$ cat src/rtl/arb2_mux_ctrl_if.sv
// ----------------------------------------------------------------------------
// arb2_mux_ctrl_if
// Handshake and data bundle between two requesters and the 2:1 arbitrated
// mux controller.
//   req0/req1   : requester wants the shared path
//   done0/done1 : granted requester releases the path (one-cycle pulse)
//   d0/d1       : requester data (W bits)
//   gnt0/gnt1   : registered grants, one-hot or zero
//   sel         : registered mux select (0 -> d0, 1 -> d1)
//   dout        : shared path output, zero when nobody is granted
//   busy        : either grant active
//   timeout     : one-cycle pulse after a forced (hold-limit) release
// master = requester side, slave = arbiter side.
// ----------------------------------------------------------------------------
interface arb2_mux_ctrl_if #(
    parameter int W = 8
);
    logic         req0;
    logic         req1;
    logic         done0;
    logic         done1;
    logic [W-1:0] d0;
    logic [W-1:0] d1;
    logic         gnt0;
    logic         gnt1;
    logic         sel;
    logic [W-1:0] dout;
    logic         busy;
    logic         timeout;

    modport master (
        output req0, req1, done0, done1, d0, d1,
        input  gnt0, gnt1, sel, dout, busy, timeout
    );

    modport slave (
        input  req0, req1, done0, done1, d0, d1,
        output gnt0, gnt1, sel, dout, busy, timeout
    );
endinterface

$ cat src/rtl/arb2_mux_ctrl.sv
// ----------------------------------------------------------------------------
// arb2_mux_ctrl
// Two-requester round-robin arbiter driving a 2:1 data mux. A grant is held
// until the owner pulses done, drops its request, or has held the path for
// MAX_HOLD consecutive cycles (forced release, flagged by timeout).
// Ports:
//   clk   : rising-edge clock
//   rst_n : asynchronous active-low reset
//   bus   : arb2_mux_ctrl_if slave modport (requests, data, grants, mux out)
// ----------------------------------------------------------------------------
module arb2_mux_ctrl #(
    parameter int W        = 8,
    parameter int MAX_HOLD = 15
) (
    input  logic              clk,
    input  logic              rst_n,
    arb2_mux_ctrl_if.slave    bus
);
    localparam int CW = (MAX_HOLD > 1) ? $clog2(MAX_HOLD) : 1;
    localparam logic [CW-1:0] LIM = CW'(MAX_HOLD - 1);

    typedef enum logic [1:0] {
        IDLE   = 2'd0,
        GRANT0 = 2'd1,
        GRANT1 = 2'd2
    } state_t;

    state_t        state_q, state_d;
    logic [CW-1:0] cnt_q, cnt_d;
    logic          last_q, last_d;
    logic          sel_q, sel_d;
    logic          tmo_q, tmo_d;

    logic          lim;
    logic          rel0, rel1;
    logic [W-1:0]  mux_w;

    assign lim  = (cnt_q == LIM);
    assign rel0 = bus.done0 | ~bus.req0 | lim;
    assign rel1 = bus.done1 | ~bus.req1 | lim;

    always_comb begin
        state_d = state_q;
        cnt_d   = '0;
        last_d  = last_q;
        tmo_d   = 1'b0;
        case (state_q)
            IDLE: begin
                // Tie goes to whoever was not served last.
                if (bus.req0 && bus.req1)
                    state_d = last_q ? GRANT0 : GRANT1;
                else if (bus.req0)
                    state_d = GRANT0;
                else if (bus.req1)
                    state_d = GRANT1;
            end
            GRANT0: begin
                if (rel0) begin
                    last_d  = 1'b0;
                    state_d = bus.req1 ? GRANT1 : IDLE;
                    // Only a pure hold-limit release is a timeout.
                    tmo_d   = lim & bus.req0 & ~bus.done0;
                end else begin
                    cnt_d = cnt_q + 1'b1;
                end
            end
            GRANT1: begin
                if (rel1) begin
                    last_d  = 1'b1;
                    state_d = bus.req0 ? GRANT0 : IDLE;
                    tmo_d   = lim & bus.req1 & ~bus.done1;
                end else begin
                    cnt_d = cnt_q + 1'b1;
                end
            end
            default: state_d = IDLE;
        endcase

        // Select follows the granted side and holds through IDLE.
        sel_d = sel_q;
        case (state_d)
            GRANT0:  sel_d = 1'b0;
            GRANT1:  sel_d = 1'b1;
            default: sel_d = sel_q;
        endcase
    end

    always_ff @(posedge clk or negedge rst_n) begin
        if (!rst_n) begin
            state_q <= IDLE;
            cnt_q   <= '0;
            last_q  <= 1'b1;
            sel_q   <= 1'b0;
            tmo_q   <= 1'b0;
        end else begin
            state_q <= state_d;
            cnt_q   <= cnt_d;
            last_q  <= last_d;
            sel_q   <= sel_d;
            tmo_q   <= tmo_d;
        end
    end

    assign bus.gnt0    = (state_q == GRANT0);
    assign bus.gnt1    = (state_q == GRANT1);
    assign bus.busy    = bus.gnt0 | bus.gnt1;
    assign bus.sel     = sel_q;
    assign bus.timeout = tmo_q;

    assign mux_w    = sel_q ? bus.d1 : bus.d0;
    assign bus.dout = bus.busy ? mux_w : '0;

endmodule

$ cat src/flat_wrapper.sv
// flat-port wrapper written by rule: the top's interface ports become plain ports
module arb2_mux_ctrl_flat 
#(
    parameter int W        = 8,
    parameter int MAX_HOLD = 15
)
  (clk, rst_n, bus_req0, bus_req1, bus_done0, bus_done1, bus_d0, bus_d1, bus_gnt0, bus_gnt1, bus_sel, bus_dout, bus_busy, bus_timeout);
  arb2_mux_ctrl_if #(.W(W)) bus_i ();
  input  logic clk;
  input  logic rst_n;
  input wire logic [$bits(bus_i.req0)-1:0] bus_req0;
  input wire logic [$bits(bus_i.req1)-1:0] bus_req1;
  input wire logic [$bits(bus_i.done0)-1:0] bus_done0;
  input wire logic [$bits(bus_i.done1)-1:0] bus_done1;
  input wire logic [$bits(bus_i.d0)-1:0] bus_d0;
  input wire logic [$bits(bus_i.d1)-1:0] bus_d1;
  output wire logic [$bits(bus_i.gnt0)-1:0] bus_gnt0;
  output wire logic [$bits(bus_i.gnt1)-1:0] bus_gnt1;
  output wire logic [$bits(bus_i.sel)-1:0] bus_sel;
  output wire logic [$bits(bus_i.dout)-1:0] bus_dout;
  output wire logic [$bits(bus_i.busy)-1:0] bus_busy;
  output wire logic [$bits(bus_i.timeout)-1:0] bus_timeout;
  assign bus_i.req0 = bus_req0;
  assign bus_i.req1 = bus_req1;
  assign bus_i.done0 = bus_done0;
  assign bus_i.done1 = bus_done1;
  assign bus_i.d0 = bus_d0;
  assign bus_i.d1 = bus_d1;
  assign bus_gnt0 = bus_i.gnt0;
  assign bus_gnt1 = bus_i.gnt1;
  assign bus_sel = bus_i.sel;
  assign bus_dout = bus_i.dout;
  assign bus_busy = bus_i.busy;
  assign bus_timeout = bus_i.timeout;
  arb2_mux_ctrl #(.W(W), .MAX_HOLD(MAX_HOLD)) u_core (.clk(clk), .rst_n(rst_n), .bus(bus_i));
endmodule
$ cat config.mk
export PLATFORM = sky130hd
export DESIGN_NAME = arb2_mux_ctrl_flat
export DESIGN_NICKNAME = d
export VERILOG_FILES = /design/src/rtl/arb2_mux_ctrl_if.sv /design/src/rtl/arb2_mux_ctrl.sv /design/src/flat_wrapper.sv
export SDC_FILE = /design/constraint.sdc
export NUM_CORES = 1
export LEC_CHECK = 0
export CORE_UTILIZATION = 42
export CTS_CLUSTER_DIAMETER = 30
export DETAILED_ROUTE_END_ITERATION = 10
export PLACE_DENSITY = 0.8
export SKIP_LAST_GASP = 1
export SYNTH_ARGS = -nofsm -noshare
export SYNTH_HDL_FRONTEND = slang
export SYNTH_SLANG_ARGS = --single-unit
$ cat constraint.sdc
create_clock -name clk -period 5.3 [get_ports clk]
set_clock_uncertainty 0.15 [all_clocks]
set_input_delay 1.06 -clock clk [delete_from_list [all_inputs] [get_ports clk]]
set_output_delay 1.06 -clock clk [all_outputs]
set_load 0.05 [all_outputs]
; After elaboration in Yosys (flattened, before gate mapping)
; Cells that the tools add are included.
; Widths: inputs -> output; s select.
[totals]
ff_bits = 9
in_bits = 22
out_inout_bits = 13
word_cells = 52
[classes]
n_addsub = 1
n_eq_ne = 7
mux = 21
n_bitwise = 13
reduce_logical = 5
[ops]
columns = operator, count
row1 = $mux 8, 2
row2 = $mux 2, 7
row3 = $mux 4, 2
row4 = $pmux 4 s2, 1
row5 = $pmux 1 s2, 3
row6 = $pmux 2 s3, 1
row7 = $mux 1, 5
row8 = $or 1x1->1, 5
row9 = $add 4x1->4 const B, 1
row10 = $and 1x1->1, 4
row11 = $eq 2x1->1 const B, 2
row12 = $eq 2x2->1 const B, 2
row13 = $eq 4x4->1 const B, 1
row14 = $ne 2x2->1 const B, 2
row15 = $not 1->1, 4
row16 = $reduce_bool 2->1, 2
row17 = $reduce_and 3->1, 1
row18 = $logic_not 2->1, 1
row19 = $logic_and 1x1->1, 1

; Longest topological paths before layout
; Gate-level depths: netlist of the first run.
[depth]
depth_word = 7
mapped_depth = 7

; Worst setup path before layout of the first run
; Ideal clock, no wire load.
[synth_path]
path_type = register to output
from = register u_core.state_q[0]
to = output port bus_dout[0]
arrival_time_ns = 1.900
slack_ns = 2.190
path_stages_with_launch = 4
path_cell_list = dfrtp_1 > inv_1 > ha_1 > nor2b_1
[synth_via]
elab_chain_len = 3
elab_cells_between_ends = 4
classes_between = eq/ne (2) / mux (1) / bitwise (1)
[synth_rtl]
columns = item, line
row1 = start: declaration, arb2_mux_ctrl.sv:28  ; state_t state_q, state_d;
row2 = start signal: assignment, arb2_mux_ctrl.sv:96  ; state_q <= state_d;
row3 = $eq 2x1->1 or $eq 2x2->1 (tied branches), "arb2_mux_ctrl.sv:104, arb2_mux_ctrl.sv:105"
row4 = $or 1x1->1 *, arb2_mux_ctrl.sv:106  ; assign bus.busy = bus.gnt0 | bus.gnt1;
row5 = named net bus_busy, flat_wrapper.sv:21  ; output wire logic [$bits(bus_i.busy)-1:0] bus_busy;
row6 = $mux 8 *, arb2_mux_ctrl.sv:111  ; assign bus.dout = bus.busy ? mux_w : '0;
row7 = end: declaration, flat_wrapper.sv:20  ; output wire logic [$bits(bus_i.dout)-1:0] bus_dout;
; The timed path passes the listed nets; every way through them passes the cells marked *.

; Final worst setup path of the first run
[layout_path]
from = input port bus_d1[3]
to = output port bus_dout[3]
[layout_via]
elab_chain_len = 2
[layout_rtl]
columns = item, line
row1 = start: declaration, flat_wrapper.sv:16  ; input wire logic [$bits(bus_i.d1)-1:0] bus_d1;
row2 = $mux 8, arb2_mux_ctrl.sv:110  ; assign mux_w = sel_q ? bus.d1 : bus.d0;
row3 = $mux 8, arb2_mux_ctrl.sv:111
; No other way between the ends.

==> results.sh, run 1 <==
export IMPL_path_clk_slew_ns=0.06
export IMPL_ys_ff_latch=9
export IMPL_grt_pass1_wl_um=3056
export IMPL_die_height_um=43.17
export IMPL_rsz0062_at_grt="no"
export IMPL_cp_arrival_ns=2.54
export IMPL_netlist_instances=74
export IMPL_cts_sinks=9
export IMPL_critPathCaptureType="output port"
export IMPL_start_util_pct=46.19
export IMPL_dpl_hpwl_um=1482
export IMPL_powerDensity_nw_per_um2=567.0
export IMPL_clock_path_buffers=2
export IMPL_ant_nets=0
export IMPL_crit_type="primary input to output port"
export IMPL_grt_start_max_net_pins=12
export IMPL_power_leakage_nw=0.4580
export IMPL_diodes=0
export IMPL_core_area_um2=1541
export IMPL_die_area_um2=1864
export IMPL_async_flop_share_pct=100.0
export IMPL_post_cts_setup_buffers=0
export IMPL_relSlewSlack_pct=66.17
export IMPL_wl_per_cell_um=14.28
export IMPL_status="complete, no violations"
export IMPL_finalCritPeriodShare_pct=70.81
export IMPL_r2r_end="u_core.bus.sel"
export IMPL_h_tree_depth=1
export IMPL_num_vias=676
export IMPL_ys_seq_area_share_pct=31.81
export IMPL_postCtsHoldBufs=0
export IMPL_nNetsFinal=141
export IMPL_hp_class="flop to flop"
export IMPL_dr_first_iter_drc_count=11
export IMPL_hp_start="u_core.cnt_q[0]"
export IMPL_min_period_ns=3.753
export IMPL_yosysUniqueCellTypes=29
export IMPL_rr_startpoint="u_core.state_q[0]"
export IMPL_final_cell_area_um2=1094
export IMPL_row_count=14
export IMPL_synth_area_per_cell_um2=9.621
export IMPL_tns_ns=0
export IMPL_cp_max_fo=1
export IMPL_worstSkewPairLatency_ns=0.26
export IMPL_die_x_um=43.17
export IMPL_placement_cell_area_um2=1067
export IMPL_grt_overflow=0
export IMPL_r2r_slack_ns=2.99
export IMPL_crit_required_ns=4.09
export IMPL_first_global_vias=643
export IMPL_setup_violations_final=0
export IMPL_root_buffer="clkbuf_4"
export IMPL_startpoint="bus_d1[3]"
export IMPL_vdd_drop_max_mv=0.4022
export IMPL_reg2reg_depth=7
export IMPL_drc=0
export IMPL_cts_tree="built"
export IMPL_synth_edf_count=0
export IMPL_maxCapViolCount=0
export IMPL_syn_num_nets=103
export IMPL_ys_flop_type="dfrtp_1"
export IMPL_startpoint_type="primary input"
export IMPL_synth_cell_area_um2=711.9
export IMPL_routed_wl_um=1814
export IMPL_hold_violations=0
export IMPL_cts_resized=0
export IMPL_numPortBuffers=34
export IMPL_place_gp_congestion=0.8428
export IMPL_yosys_warnings=0
export IMPL_syn_to_final_growth_pct=53.60
export IMPL_cts_buffers=3
export IMPL_firstDrtPassIters=5
export IMPL_worst_pin_slew_ns=0.5059
export IMPL_endpoint="bus_dout[3]"
export IMPL_max_freq_ghz=0.2665
export IMPL_slew_viol_final=0
export IMPL_routed_via_density=5.323
export IMPL_antenna_found_initial=0
export IMPL_drive_gt1_share_pct=7.207
export IMPL_globalRouteTotalUtil_pct=22.25
export IMPL_num_io_pins=35
## metrics by stage
step                hold slack (ns)  setup slack [ns]  utilization [%]  power (W)  cells
detailed placement           0.3671             1.539            69.24  0.0005671    123
finish                       0.3727             1.547            70.94  0.0006200    127
floorplan                    0.3234             2.190                -  0.0004269     74
global placement             0.3569             1.557            69.24  0.0005602    123
CTS                          0.3772             1.539            70.94  0.0006238    127
global route                 0.4128             1.493            70.94  0.0006542    127
## cell usage in the layout, fill, tap and decap left out
cell	n
clkdlybuf4s50_1	34
nor2b_1	10
mux2i_1	8
dfrtp_1	8
ha_1	7
inv_1	6
nor2_1	5
o21ai_0	3
clkbuf_4	3
nand2b_1	2
and3b_1	2
a31oi_1	2
o221ai_1	2
a21oi_1	2
a2bb2oi_1	1
o21ai_1	1
nand3_2	1
nand2_1	1
a211o_1	1
o221a_2	1
nand4b_1	1
a31o_1	1
a21boi_0	1
o21bai_1	1
o211ai_1	1
xnor2_1	1
or2_2	1
o211a_1	1
mux2_2	1
clkbuf_1	1
dfstp_2	1
## power by group
group / internal [W] / total (W) / switching (W)
logic: 0.000180 / 0.000455 / 0.000276
registers: 0.0000866 / 0.000110 / 0.0000236
clock network: 0.0000291 / 0.0000544 / 0.0000253
## critical path: stages
cell and delay [ns]:
clkdlybuf4s50_1 0.48, mux2i_1 0.08, nor2b_1 0.12, clkdlybuf4s50_1 0.80
## logic make-up after synthesis
logic type                 synth area share [%]
and+or+nand+nor                           19.68
AOI/OAI and AO/OA                         18.28
muxes                                     12.83
DFF                                       31.81
buffers and inverters                     3.866
adders and majority gates                 12.30
xor gates and xnor gates                  1.230
## flip-flops by register name (all words and copies together), names as in the netlist
name / flops
u_core.last_q: 1
u_core.cnt_q: 4
u_core.bus.sel: 1
u_core.state_q: 2
u_core.bus.timeout: 1
## how the worst min path moves through the flow
stage	to	slack (ns)	cells past startpoint
2_1_floorplan	u_core.cnt_q[0]	0.32	1
3_3_place_gp	u_core.cnt_q[0]	0.36	1
3_5_place_dp	u_core.cnt_q[0]	0.37	1
4_1_cts	u_core.cnt_q[0]	0.38	1
5_1_grt	u_core.cnt_q[0]	0.41	1
6_report	u_core.cnt_q[0]	0.37	1
## layout make-up
type | instances | area, um^2
Fill cell | 131 | 447.9
Sequential cell | 9 | 226.5
Clock buffer | 4 | 26.28
Timing Repair Buffer | 34 | 340.3
Tap cell | 16 | 20.02
Multi-Input combinational cell | 58 | 457.9
Inverter | 6 | 22.52
## Yosys cell counts, types with 2 or more instances
cell / count / area share [%]
nor2b_1: 10 / 8.8
dfrtp_1: 8 / 28
mux2i_1: 8 / 11
ha_1: 7 / 12
inv_1: 6 / 3.2
nor2_1: 5 / 2.6
o21ai_0: 3 / 2.1
a21oi_1: 2 / 1.4
a31oi_1: 2 / 1.8
and3b_1: 2 / 2.5
nand2b_1: 2 / 1.8
o221ai_1: 2 / 2.5
## layer usage
metal | up-vias | GRT usage, % | wire (um)
li1 | 339 | - | -
met5 | - | 0 | 0
met3 | 0 | 7.660 | 64
met4 | 0 | 1.818 | 0
met2 | 12 | 33.13 | 906
met1 | 325 | 32.53 | 843
No activity file was read; power rests on OpenSTA's default activity.
==> inputs of run 2 (changes only) <==
--- a/config.mk
+++ b/config.mk
@@ -5,10 +5,10 @@
 export SDC_FILE = /design/constraint.sdc
 export NUM_CORES = 1
 export LEC_CHECK = 0
-export CORE_UTILIZATION = 42
+export CORE_UTILIZATION = 39
 export CTS_CLUSTER_DIAMETER = 30
 export DETAILED_ROUTE_END_ITERATION = 10
-export PLACE_DENSITY = 0.8
+export PLACE_DENSITY = 0.75
 export SKIP_LAST_GASP = 1
 export SYNTH_ARGS = -nofsm -noshare
 export SYNTH_HDL_FRONTEND = slang
==> constraint.sdc (replaced) <==
create_clock -name clk -period 3.86 [get_ports clk]
set_clock_uncertainty 0.15 [all_clocks]
set_input_delay 0.772 -clock clk [delete_from_list [all_inputs] [get_ports clk]]
set_output_delay 0.772 -clock clk [all_outputs]
set_load 0.05 [all_outputs]
==> results.sh, run 2 (same netlist as run 1, synthesis figures left out) <==
export IMPL_status="complete, no violations"
export IMPL_row_count=15
export IMPL_hp_class="flop to flop"
export IMPL_tns_ns=0
export IMPL_cts_resized=0
export IMPL_grt_start_max_net_pins=12
export IMPL_regMostFlops="u_core.cnt_q"
export IMPL_num_vias=686
export IMPL_n_fill_cell=158
export IMPL_multi_input_area_um2=457.9
export IMPL_crit_required_ns=2.94
export IMPL_critPathCaptureType="output port"
export IMPL_syn_to_final_growth_pct=55.18
export IMPL_drive_gt1_share_pct=7.207
export IMPL_cts_sinks=9
export IMPL_clock_path_buffers=2
export IMPL_cp_arrival_ns=2.27
export IMPL_total_power_w=0.0008355
export IMPL_largest_reg_flops=4
export IMPL_cts_buffers=3
export IMPL_diodes=0
export IMPL_place_gp_congestion=0.7758
export IMPL_core_area_um2=1727
export IMPL_path_clk_slew_ns=0.06
export IMPL_wl_per_cell_um=12.19
export IMPL_max_freq_ghz=0.3135
export IMPL_dr_first_iter_drc_count=6
export IMPL_post_place_ws_ns=0.6547
export IMPL_hold_violations=0
export IMPL_first_global_vias=675
export IMPL_whs_ns=0.3644
export IMPL_grt_overflow=0
export IMPL_antenna_found_initial=0
export IMPL_start_util_pct=41.23
export IMPL_cp_max_fo=1
export IMPL_drc=0
export IMPL_min_period_ns=3.190
export IMPL_die_area_um2=2000
export IMPL_die_height_um=44.73
export IMPL_cts_tree="built"
export IMPL_slew_viol_final=0
export IMPL_numPortBuffers=34
export IMPL_routed_via_density=5.044
export IMPL_startpoint_type="primary input"
export IMPL_rsz0062_at_grt="no"
export IMPL_num_io_pins=35
export IMPL_setup_violations_final=0
export IMPL_dpl_hpwl_um=1325
export IMPL_relSlewSlack_pct=65.72
export IMPL_die_x_um=44.73
export IMPL_final_common_cell="clkdlybuf4s50_1"
export IMPL_grt_pass1_wl_um=2815
export IMPL_firstDrtPassIters=4
export IMPL_post_cts_setup_buffers=0
export IMPL_power_leakage_nw=0.4580
export IMPL_worst_pin_slew_ns=0.5125
export IMPL_setup_ws_ns=0.6702
export IMPL_routed_wl_um=1658
export IMPL_maxCapViolCount=0
export IMPL_vdd_drop_max_mv=0.3572
export IMPL_postCtsHoldBufs=0
export IMPL_finalCritPeriodShare_pct=82.64
export IMPL_globalRouteTotalUtil_pct=19.24
export IMPL_powerDensity_nw_per_um2=756.3
export IMPL_seqCellArea_um2=226.5
export IMPL_crit_type="primary input to output port"
export IMPL_root_buffer="clkbuf_4"
export IMPL_h_tree_depth=1
export IMPL_reg_top3="u_core.cnt_q (4), u_core.state_q (2)"
export IMPL_final_cell_mix="clkdlybuf4s50_1 (34), nor2b_1 (10), mux2i_1 (8), dfrtp_1 (8), ha_1 (7)"
export IMPL_nNetsFinal=141
export IMPL_ant_nets=0
export IMPL_worstSkewPairLatency_ns=0.25
-- run 2: per-stage QoR --
stage	utilization (%)	std cells	area [um^2]
2_1_floorplan	-	74	711.9
3_3_place_gp	62.46	132	1079
3_5_place_dp	62.46	132	1079
4_1_cts	63.99	136	1105
5_1_grt	63.99	136	1105
6_report	63.99	136	1105
-- run 2: metal layers --
layer	vias to the layer above	GRT usage, %	part of all wire [%]
li1	342	-	-
met1	320	23.29	45
met2	24	33.24	47
met3	0	6.800	8.2
met4	0	3.636	0
met5	-	0	0
-- run 2: worst max-delay path, cell delays in order --
cell	delay [ns]
clkdlybuf4s50_1	0.47
mux2i_1	0.08
nor2b_1	0.12
clkdlybuf4s50_1	0.82
-- run 2: worst paths after layout --
| check | from | end | slack, ns | cells after the start |
|---|---|---|---|---|
| min in group asynchronous | rst_n | u_core.bus.timeout | 0.65 | 1 |
| max | bus_d1[6] | bus_dout[6] | 0.67 | 4 |
| max in group asynchronous | rst_n | u_core.last_q | 2.60 | 1 |
| min | u_core.cnt_q[0] | u_core.cnt_q[0] | 0.36 | 1 |
| max reg2reg | u_core.state_q[0] | u_core.bus.sel | 1.59 | 7 |
| min reg2reg | u_core.cnt_q[0] | u_core.cnt_q[0] | 0.36 | 1 |
-- run 2: layout make-up --
| type | count | area share [%] |
|---|---|---|
| inverters | 6 | 2.039 |
| well taps | 25 | 2.831 |
| repair buffers | 34 | 30.80 |
| clock buffers | 4 | 2.378 |
| multi-input cells | 58 | 41.45 |
| flip-flops and latches | 9 | 20.50 |
-- run 2: report_power, final --
part / switching, W / internal (W)
Sequential: 0.0000337 / 0.000119
Clock: 0.0000302 / 0.0000397
Combinational: 0.000367 / 0.000246
Total: 0.000431 / 0.000404
